**src/rtl/alu_pkg.sv**
```systemverilog
// Shared opcode/state types and opcode classification helpers for the ALU scheduler.
package alu_pkg;

  localparam int MAX_W = 32;

  typedef enum logic [3:0] {
    AND  = 4'b0000,
    OR   = 4'b0001,
    XOR  = 4'b0010,
    NOR  = 4'b0011,
    NAND = 4'b0100,
    NOT  = 4'b0101,
    ADD  = 4'b0110,
    SUB  = 4'b0111,
    SLT  = 4'b1000,
    MULT = 4'b1001,
    DIV  = 4'b1010,
    MOD  = 4'b1011,
    SLA  = 4'b1100,
    SRA  = 4'b1101,
    NOP  = 4'b1110,
    RSVD = 4'b1111
  } alu_op_e;

  typedef enum logic [1:0] {
    IDLE  = 2'd0,
    ISSUE = 2'd1,
    RESP  = 2'd2
  } sched_state_e;

  function automatic logic is_multicycle(alu_op_e op);
    return (op == MULT) || (op == DIV) || (op == MOD);
  endfunction

  // Ops that never reach the ALU and are answered with an error response.
  function automatic logic is_illegal(alu_op_e op, logic [MAX_W-1:0] b);
    return (((op == DIV) || (op == MOD)) && (b == '0)) || (op == NOP) || (op == RSVD);
  endfunction

endpackage

```
**src/rtl/alu_scheduler_if.sv**
```systemverilog
// Request, shared-ALU and response signals of the ALU scheduler bundled as one interface.
interface alu_scheduler_if #(
  parameter int WIDTH = 32
);

  logic                    req0_valid;
  logic                    req0_ready;
  logic signed [WIDTH-1:0] req0_a;
  logic signed [WIDTH-1:0] req0_b;
  logic [3:0]              req0_opcode;

  logic                    req1_valid;
  logic                    req1_ready;
  logic signed [WIDTH-1:0] req1_a;
  logic signed [WIDTH-1:0] req1_b;
  logic [3:0]              req1_opcode;

  logic signed [WIDTH-1:0] alu_a;
  logic signed [WIDTH-1:0] alu_b;
  logic [3:0]              alu_opcode;
  logic signed [WIDTH-1:0] alu_result;
  logic                    alu_zero;
  logic                    alu_negative;
  logic                    alu_carryout;
  logic                    alu_overflow;

  logic                    rsp_valid;
  logic                    rsp_ready;
  logic                    rsp_id;
  logic signed [WIDTH-1:0] rsp_result;
  logic                    rsp_zero;
  logic                    rsp_negative;
  logic                    rsp_carryout;
  logic                    rsp_overflow;
  logic                    rsp_err;
  logic                    busy;

  modport master (
    input  req0_valid, req0_a, req0_b, req0_opcode,
    input  req1_valid, req1_a, req1_b, req1_opcode,
    output req0_ready, req1_ready,
    output alu_a, alu_b, alu_opcode,
    input  alu_result, alu_zero, alu_negative, alu_carryout, alu_overflow,
    output rsp_valid, rsp_id, rsp_result, rsp_zero, rsp_negative,
    output rsp_carryout, rsp_overflow, rsp_err, busy,
    input  rsp_ready
  );

  modport slave (
    output req0_valid, req0_a, req0_b, req0_opcode,
    output req1_valid, req1_a, req1_b, req1_opcode,
    input  req0_ready, req1_ready,
    input  alu_a, alu_b, alu_opcode,
    output alu_result, alu_zero, alu_negative, alu_carryout, alu_overflow,
    input  rsp_valid, rsp_id, rsp_result, rsp_zero, rsp_negative,
    input  rsp_carryout, rsp_overflow, rsp_err, busy,
    output rsp_ready
  );

endinterface

```
**src/rtl/alu_scheduler_rr_arb2.sv**
```systemverilog
// Two-way round-robin arbiter: combinational grant, last-grant pointer updated on accept.
module rr_arb2 (
  input  logic       clk,
  input  logic       rst_n,
  input  logic [1:0] req,
  input  logic       en,
  input  logic       accept,
  output logic [1:0] grant,
  output logic       gnt_id
);

  logic rr_last;

  // On a tie the requester that was not served last wins.
  always_comb begin
    gnt_id = 1'b0;
    if (req == 2'b11) begin
      gnt_id = ~rr_last;
    end else if (req[1]) begin
      gnt_id = 1'b1;
    end
  end

  assign grant = {en & req[1] & gnt_id, en & req[0] & ~gnt_id};

  always_ff @(posedge clk or negedge rst_n) begin
    if (!rst_n) begin
      rr_last <= 1'b1;
    end else if (accept) begin
      rr_last <= gnt_id;
    end
  end

endmodule

```
**src/rtl/alu_scheduler.sv**
```systemverilog
// Time-shares one external combinational ALU between two requesters and returns tagged results.
module alu_scheduler
  import alu_pkg::*;
#(
  parameter int WIDTH  = 32,
  parameter int MC_LAT = 3
) (
  input logic             clk,
  input logic             rst_n,
  alu_scheduler_if.master bus
);

  localparam int CNT_W = (MC_LAT > 1) ? $clog2(MC_LAT) : 1;

  sched_state_e            state_q, state_d;
  logic [CNT_W-1:0]        cnt_q, cnt_d;

  logic [1:0]              grant;
  logic                    gnt_id;
  logic                    accept;
  logic                    last_issue;

  logic signed [WIDTH-1:0] sel_a;
  logic signed [WIDTH-1:0] sel_b;
  alu_op_e                 sel_op;
  logic                    sel_illegal;

  logic signed [WIDTH-1:0] alu_a_q;
  logic signed [WIDTH-1:0] alu_b_q;
  logic [3:0]              alu_opcode_q;
  logic                    op_id_q;

  logic                    rsp_id_q;
  logic signed [WIDTH-1:0] rsp_result_q;
  logic                    rsp_zero_q;
  logic                    rsp_negative_q;
  logic                    rsp_carryout_q;
  logic                    rsp_overflow_q;
  logic                    rsp_err_q;

  rr_arb2 u_arb (
    .clk    (clk),
    .rst_n  (rst_n),
    .req    ({bus.req1_valid, bus.req0_valid}),
    .en     (state_q == IDLE),
    .accept (accept),
    .grant  (grant),
    .gnt_id (gnt_id)
  );

  assign bus.req0_ready = grant[0];
  assign bus.req1_ready = grant[1];
  assign accept         = |grant;

  assign sel_a       = gnt_id ? bus.req1_a : bus.req0_a;
  assign sel_b       = gnt_id ? bus.req1_b : bus.req0_b;
  assign sel_op      = alu_op_e'(gnt_id ? bus.req1_opcode : bus.req0_opcode);
  assign sel_illegal = is_illegal(sel_op, MAX_W'(sel_b));
  assign last_issue  = (state_q == ISSUE) && (cnt_q == '0);

  always_comb begin
    state_d = state_q;
    cnt_d   = cnt_q;
    case (state_q)
      IDLE: begin
        if (accept) begin
          state_d = sel_illegal ? RESP : ISSUE;
          cnt_d   = is_multicycle(sel_op) ? CNT_W'(MC_LAT - 1) : '0;
        end
      end
      ISSUE: begin
        if (cnt_q == '0) begin
          state_d = RESP;
        end else begin
          cnt_d = cnt_q - 1'b1;
        end
      end
      RESP: begin
        if (bus.rsp_ready) begin
          state_d = IDLE;
        end
      end
      default: state_d = IDLE;
    endcase
  end

  always_ff @(posedge clk or negedge rst_n) begin
    if (!rst_n) begin
      state_q <= IDLE;
      cnt_q   <= '0;
    end else begin
      state_q <= state_d;
      cnt_q   <= cnt_d;
    end
  end

  // The ALU sees real operands only during ISSUE; otherwise it is parked on NOP with zero inputs.
  always_ff @(posedge clk or negedge rst_n) begin
    if (!rst_n) begin
      alu_a_q        <= '0;
      alu_b_q        <= '0;
      alu_opcode_q   <= NOP;
      op_id_q        <= 1'b0;
      rsp_id_q       <= 1'b0;
      rsp_result_q   <= '0;
      rsp_zero_q     <= 1'b0;
      rsp_negative_q <= 1'b0;
      rsp_carryout_q <= 1'b0;
      rsp_overflow_q <= 1'b0;
      rsp_err_q      <= 1'b0;
    end else if (accept) begin
      op_id_q <= gnt_id;
      if (sel_illegal) begin
        rsp_id_q       <= gnt_id;
        rsp_result_q   <= '0;
        rsp_zero_q     <= 1'b0;
        rsp_negative_q <= 1'b0;
        rsp_carryout_q <= 1'b0;
        rsp_overflow_q <= 1'b0;
        rsp_err_q      <= 1'b1;
      end else begin
        alu_a_q      <= sel_a;
        alu_b_q      <= sel_b;
        alu_opcode_q <= sel_op;
      end
    end else if (last_issue) begin
      rsp_id_q       <= op_id_q;
      rsp_result_q   <= bus.alu_result;
      rsp_zero_q     <= bus.alu_zero;
      rsp_negative_q <= bus.alu_negative;
      rsp_carryout_q <= bus.alu_carryout;
      rsp_overflow_q <= bus.alu_overflow;
      rsp_err_q      <= 1'b0;
      alu_a_q        <= '0;
      alu_b_q        <= '0;
      alu_opcode_q   <= NOP;
    end
  end

  assign bus.alu_a        = alu_a_q;
  assign bus.alu_b        = alu_b_q;
  assign bus.alu_opcode   = alu_opcode_q;

  assign bus.rsp_valid    = (state_q == RESP);
  assign bus.busy         = (state_q != IDLE);
  assign bus.rsp_id       = rsp_id_q;
  assign bus.rsp_result   = rsp_result_q;
  assign bus.rsp_zero     = rsp_zero_q;
  assign bus.rsp_negative = rsp_negative_q;
  assign bus.rsp_carryout = rsp_carryout_q;
  assign bus.rsp_overflow = rsp_overflow_q;
  assign bus.rsp_err      = rsp_err_q;

endmodule

```
**src/flat_wrapper.sv**
```systemverilog
// flat-port wrapper written by rule: the top's interface ports become plain ports
module alu_scheduler_flat import alu_pkg::*;
#(
  parameter int WIDTH  = 32,
  parameter int MC_LAT = 3
)
  (clk, rst_n, bus_req0_valid, bus_req0_a, bus_req0_b, bus_req0_opcode, bus_req1_valid, bus_req1_a, bus_req1_b, bus_req1_opcode, bus_req0_ready, bus_req1_ready, bus_alu_a, bus_alu_b, bus_alu_opcode, bus_alu_result, bus_alu_zero, bus_alu_negative, bus_alu_carryout, bus_alu_overflow, bus_rsp_valid, bus_rsp_id, bus_rsp_result, bus_rsp_zero, bus_rsp_negative, bus_rsp_carryout, bus_rsp_overflow, bus_rsp_err, bus_busy, bus_rsp_ready);
  alu_scheduler_if #(.WIDTH(WIDTH)) bus_i ();
  input logic clk;
  input logic rst_n;
  input wire logic [$bits(bus_i.req0_valid)-1:0] bus_req0_valid;
  input wire logic [$bits(bus_i.req0_a)-1:0] bus_req0_a;
  input wire logic [$bits(bus_i.req0_b)-1:0] bus_req0_b;
  input wire logic [$bits(bus_i.req0_opcode)-1:0] bus_req0_opcode;
  input wire logic [$bits(bus_i.req1_valid)-1:0] bus_req1_valid;
  input wire logic [$bits(bus_i.req1_a)-1:0] bus_req1_a;
  input wire logic [$bits(bus_i.req1_b)-1:0] bus_req1_b;
  input wire logic [$bits(bus_i.req1_opcode)-1:0] bus_req1_opcode;
  output wire logic [$bits(bus_i.req0_ready)-1:0] bus_req0_ready;
  output wire logic [$bits(bus_i.req1_ready)-1:0] bus_req1_ready;
  output wire logic [$bits(bus_i.alu_a)-1:0] bus_alu_a;
  output wire logic [$bits(bus_i.alu_b)-1:0] bus_alu_b;
  output wire logic [$bits(bus_i.alu_opcode)-1:0] bus_alu_opcode;
  input wire logic [$bits(bus_i.alu_result)-1:0] bus_alu_result;
  input wire logic [$bits(bus_i.alu_zero)-1:0] bus_alu_zero;
  input wire logic [$bits(bus_i.alu_negative)-1:0] bus_alu_negative;
  input wire logic [$bits(bus_i.alu_carryout)-1:0] bus_alu_carryout;
  input wire logic [$bits(bus_i.alu_overflow)-1:0] bus_alu_overflow;
  output wire logic [$bits(bus_i.rsp_valid)-1:0] bus_rsp_valid;
  output wire logic [$bits(bus_i.rsp_id)-1:0] bus_rsp_id;
  output wire logic [$bits(bus_i.rsp_result)-1:0] bus_rsp_result;
  output wire logic [$bits(bus_i.rsp_zero)-1:0] bus_rsp_zero;
  output wire logic [$bits(bus_i.rsp_negative)-1:0] bus_rsp_negative;
  output wire logic [$bits(bus_i.rsp_carryout)-1:0] bus_rsp_carryout;
  output wire logic [$bits(bus_i.rsp_overflow)-1:0] bus_rsp_overflow;
  output wire logic [$bits(bus_i.rsp_err)-1:0] bus_rsp_err;
  output wire logic [$bits(bus_i.busy)-1:0] bus_busy;
  input wire logic [$bits(bus_i.rsp_ready)-1:0] bus_rsp_ready;
  assign bus_i.req0_valid = bus_req0_valid;
  assign bus_i.req0_a = bus_req0_a;
  assign bus_i.req0_b = bus_req0_b;
  assign bus_i.req0_opcode = bus_req0_opcode;
  assign bus_i.req1_valid = bus_req1_valid;
  assign bus_i.req1_a = bus_req1_a;
  assign bus_i.req1_b = bus_req1_b;
  assign bus_i.req1_opcode = bus_req1_opcode;
  assign bus_req0_ready = bus_i.req0_ready;
  assign bus_req1_ready = bus_i.req1_ready;
  assign bus_alu_a = bus_i.alu_a;
  assign bus_alu_b = bus_i.alu_b;
  assign bus_alu_opcode = bus_i.alu_opcode;
  assign bus_i.alu_result = bus_alu_result;
  assign bus_i.alu_zero = bus_alu_zero;
  assign bus_i.alu_negative = bus_alu_negative;
  assign bus_i.alu_carryout = bus_alu_carryout;
  assign bus_i.alu_overflow = bus_alu_overflow;
  assign bus_rsp_valid = bus_i.rsp_valid;
  assign bus_rsp_id = bus_i.rsp_id;
  assign bus_rsp_result = bus_i.rsp_result;
  assign bus_rsp_zero = bus_i.rsp_zero;
  assign bus_rsp_negative = bus_i.rsp_negative;
  assign bus_rsp_carryout = bus_i.rsp_carryout;
  assign bus_rsp_overflow = bus_i.rsp_overflow;
  assign bus_rsp_err = bus_i.rsp_err;
  assign bus_busy = bus_i.busy;
  assign bus_i.rsp_ready = bus_rsp_ready;
  alu_scheduler #(.WIDTH(WIDTH), .MC_LAT(MC_LAT)) u_core (.clk(clk), .rst_n(rst_n), .bus(bus_i));
endmodule
```
**config.mk**
```make
export PLATFORM = sky130hd
export DESIGN_NAME = alu_scheduler_flat
export DESIGN_NICKNAME = d
export VERILOG_FILES = /design/src/rtl/alu_pkg.sv /design/src/rtl/alu_scheduler_if.sv /design/src/rtl/alu_scheduler_rr_arb2.sv /design/src/rtl/alu_scheduler.sv /design/src/flat_wrapper.sv
export SDC_FILE = /design/constraint.sdc
export NUM_CORES = 1
export LEC_CHECK = 0
export CAP_MARGIN = 5
export CORE_MARGIN = 2
export CORE_UTILIZATION = 37
export CTS_BUF_LIST = sky130_fd_sc_hd__clkbuf_8
export DETAILED_ROUTE_END_ITERATION = 8
export PLACE_DENSITY = 0.78
export SETUP_SLACK_MARGIN = 0.2
export SYNTH_ARGS = -nofsm -noshare
export SYNTH_HDL_FRONTEND = slang
export SYNTH_HIERARCHICAL = 1
export SYNTH_SLANG_ARGS = --single-unit
```
**constraint.sdc**
```tcl
create_clock -name clk -period 2.8 [get_ports clk]
set_clock_uncertainty 0.2 [all_clocks]
set_input_delay 0.42 -clock clk [delete_from_list [all_inputs] [get_ports clk]]
set_output_delay 0.42 -clock clk [all_outputs]
set_load 0.005 [all_outputs]
```
==> results.yml <==
outcome:
  status: "completed"
yosys:
  syn_nets: 682
  synth-edff-count: 0
  yosys.area_share.simple_pct: 9.21
  yosys_warnings: 6
  synthAdderAreaFrac_pct: 0.221
  ys_seq_elements: 112
  yosysUniqueCellTypes: 38
  synthMuxAreaShare_pct: 31.1
  synth_compound_area_share_pct: 6.31
  seq_area_frac_synth_pct: 49.7
  syn_avg_cell_area_um2: 11.2
  synth_area_leaders: "dfrtp_1, mux2i_1, nand2_1"
  synth_flop_cell: "dfrtp_1"
  synth_largest_area_cell: "dfrtp_1"
  synthArstFlopShare_pct: 100
  synth_top_family_by_area: "multiplexers"
  syn_area_um2: 5650
  netlist_instances: 504
  synth_top_area_share_pct: 47.8
  yosys.area_share.xor_xnor_pct: 0
detailed_routing:
  drc: 0
  drt_wl_total_mm: 19.8
  first_pass_iters: 4
  vias: 5217
  routedWlPerCell_um: 19.5
  viasPerCell: 5.16
  drtAntennaViolNets: 0
  first_iter_violations: 194
clock_tree:
  cts_tree: "yes"
  cts_buffers: 9
  cts_root_buf: "clkbuf_8"
  clock-sinks: 112
  clockBufferDepth: 2
  htreeDepth: 3
  clock_latency_ps: 380
  clkTransAtPathRegs_ps: 100
setup_path:
  r2r_start: "u_core/u_arb/rr_last"
  worstSetupEndpointType: "flip-flop"
  crit_start: "bus_req1_valid"
  cp_data_arrival_time_ps: 2760
  critPathMaxFanout: 8
  critPathLaunchType: "input port"
  worst-setup-path-type: "input port to flip-flop"
  critPathRequiredTime_ps: 2900
sta:
  post-route-period-util_pct: 94.8
  hold_viol_final: 0
  whs_ps: 265
  rsz0062_at_grt: "yes"
  fmax_mhz: 377
  worstMarginPinSlew_ps: 588
  maxSlewHeadroom_pct: 60.8
  setup_tns_ps: 0
  setup_viol: 0
  report.final.slew_viol_count: 0
  fin_crit_ps: 2650
die:
  io_pins: 287
  dieWidth_um: 128
  start_util_pct: 37.6
  die-height_um: 128
  die_area_um2: 16300
  rows: 45
  coreArea_um2: 15000
finish:
  area_growth_pct: 71.1
  layout.cells.non_filler: 1012
  drive_gt1_share_pct: 11.8
  mostFrequentLayoutCell: "clkdlybuf4s50_1"
  fillers: 1170
  final_cell_mix: "clkdlybuf4s50_1, mux2i_1, dfrtp_1, nand2_1, a21oi_1"
  fin_nets: 996
placement:
  dp_cells: 972
  port_buffers: 286
  place_congestion: 0.841
  place_hpwl_mm: 14.2
grt:
  track_usage_pct: 23.9
  grt_max_degree: 69
  antenna_found_initial: 2
  grt_overflow: 0
  grt_pass1_wl_mm: 30.0
  grt_pass1_vias: 5688
power:
  combPwrFrac_pct: 56.5
  seqPwrFrac_pct: 32.2
  peakVddDrop_v: 0.000471
  p_int_uw: 5970
  p_leak_uw: 0.00448
  power_density_nw_per_um2: 938
  p_switching_uw: 3100
  switching_share_pct: 34.2
  power_frac_clock_pct: 11.2
run:
  maxCapViolCount: 0
worst_hold_path:
  hold_class: "input port to flip-flop"
  min_from: "bus_req1_b[31]"
[critical path, cell delays in order]
cell	delay, ps
dlygate4sd2_1	290
a21boi_4	280
buf_6	140
and3b_1	170
a31oi_2	170
buf_4	150
a2111oi_4	40
buf_4	150
a211oi_4	230
buf_4	170
buf_12	150
buf_16	150
mux2i_1	220
[area by class of cell]
class	instances	area [um^2]	area share (%)
Timing Repair Buffer	339	3610	37.4
Antenna cell	1	2.50	0.0259
Sequential cell	112	2810	29.0
Clock buffer	11	151	1.57
Tap cell	188	235	2.43
Multi-Input combinational cell	351	2790	28.8
Clock inverter	5	55.1	0.569
Inverter	5	18.8	0.194
[path summary, 6_finish.rpt]
kind	depth (start not counted)	end	slack, ps
max	13	u_core/bus.alu_b[24]	150
min in group asynchronous	2	u_core/bus.rsp_result[19]	410
min	3	u_core/bus.alu_b[31]	260
min reg2reg	2	u_core/bus.rsp_err	300
max in group asynchronous	3	u_core/bus.alu_opcode[3]	1150
max reg2reg	12	u_core/bus.alu_a[8]	150
[Yosys cell counts (2+ instances only)]
cell type	n
buf_2	12
o21ai_0	4
nand2_1	71
dfrtp_1	108
nor3_1	6
clkbuf_1	18
nand2b_1	2
dfstp_2	4
nor4_1	11
a21o_1	2
nand4_1	4
a31oi_1	2
mux2i_1	173
inv_1	5
buf_6	3
nor2_1	14
buf_1	4
a21oi_1	41
[metrics by stage]
stage	power [uW]	instance area [um^2]	utilization [%]	worst slack, ps
final	9070	9670	64.3	145
after global routing	9590	9670	64.3	40.4
after CTS	9040	9590	63.8	136
after detailed placement	7400	8930	59.4	-364
after global placement	7240	8930	59.4	-206
after floorplan	4830	5650	-	246
[flip-flops by register name, summed over array words and instances (netlist names), 2 cells and up]
register and count:
u_core/bus.alu_a 32, u_core/bus.alu_b 32, u_core/bus.rsp_result 32, u_core/bus.alu_opcode 4, u_core/cnt_q 2, u_core/state_q 2
[metal layers]
| layer | wire length, um | up-vias | GRT usage, % |
|---|---|---|---|
| met5 | 11 | - | 0 |
| met4 | 545 | 2 | 9.63 |
| met3 | 1490 | 40 | 6.62 |
| met2 | 10100 | 219 | 42.4 |
| met1 | 7640 | 2520 | 27.3 |
| li1 | - | 2436 | - |
[cells by family after synthesis]
logic type / count (synthesis)
buffers and inverters: 42
multiplexers: 175
AND/OR/NAND/NOR: 115
flip-flops: 112
AO/OA/AOI/OAI: 59
adder cells (fa/ha/maj): 1
[power by group through the flow]
stage | combinational, uW | clock (uW) | sequential (uW)
5_1_grt | 5470 | 1100 | 3020
3_3_place_gp | 4320 | 0 | 2910
6_report | 5130 | 1020 | 2920
4_1_cts | 5070 | 1050 | 2930
2_1_floorplan | 1910 | 0 | 2930
3_5_place_dp | 4470 | 0 | 2930
[repair_timing]
action / in CTS / in global routing
hold buffers: 1 / 0
gates cloned: 11 / 1
buffers inserted: 7 / 3
endpoints found under the hold margin: 43 / 0
pin swaps: 5 / 7
setup endpoints to repair: 84 / 89
gates resized for setup: 29 / 12
(Power assumes the default switching activity.)
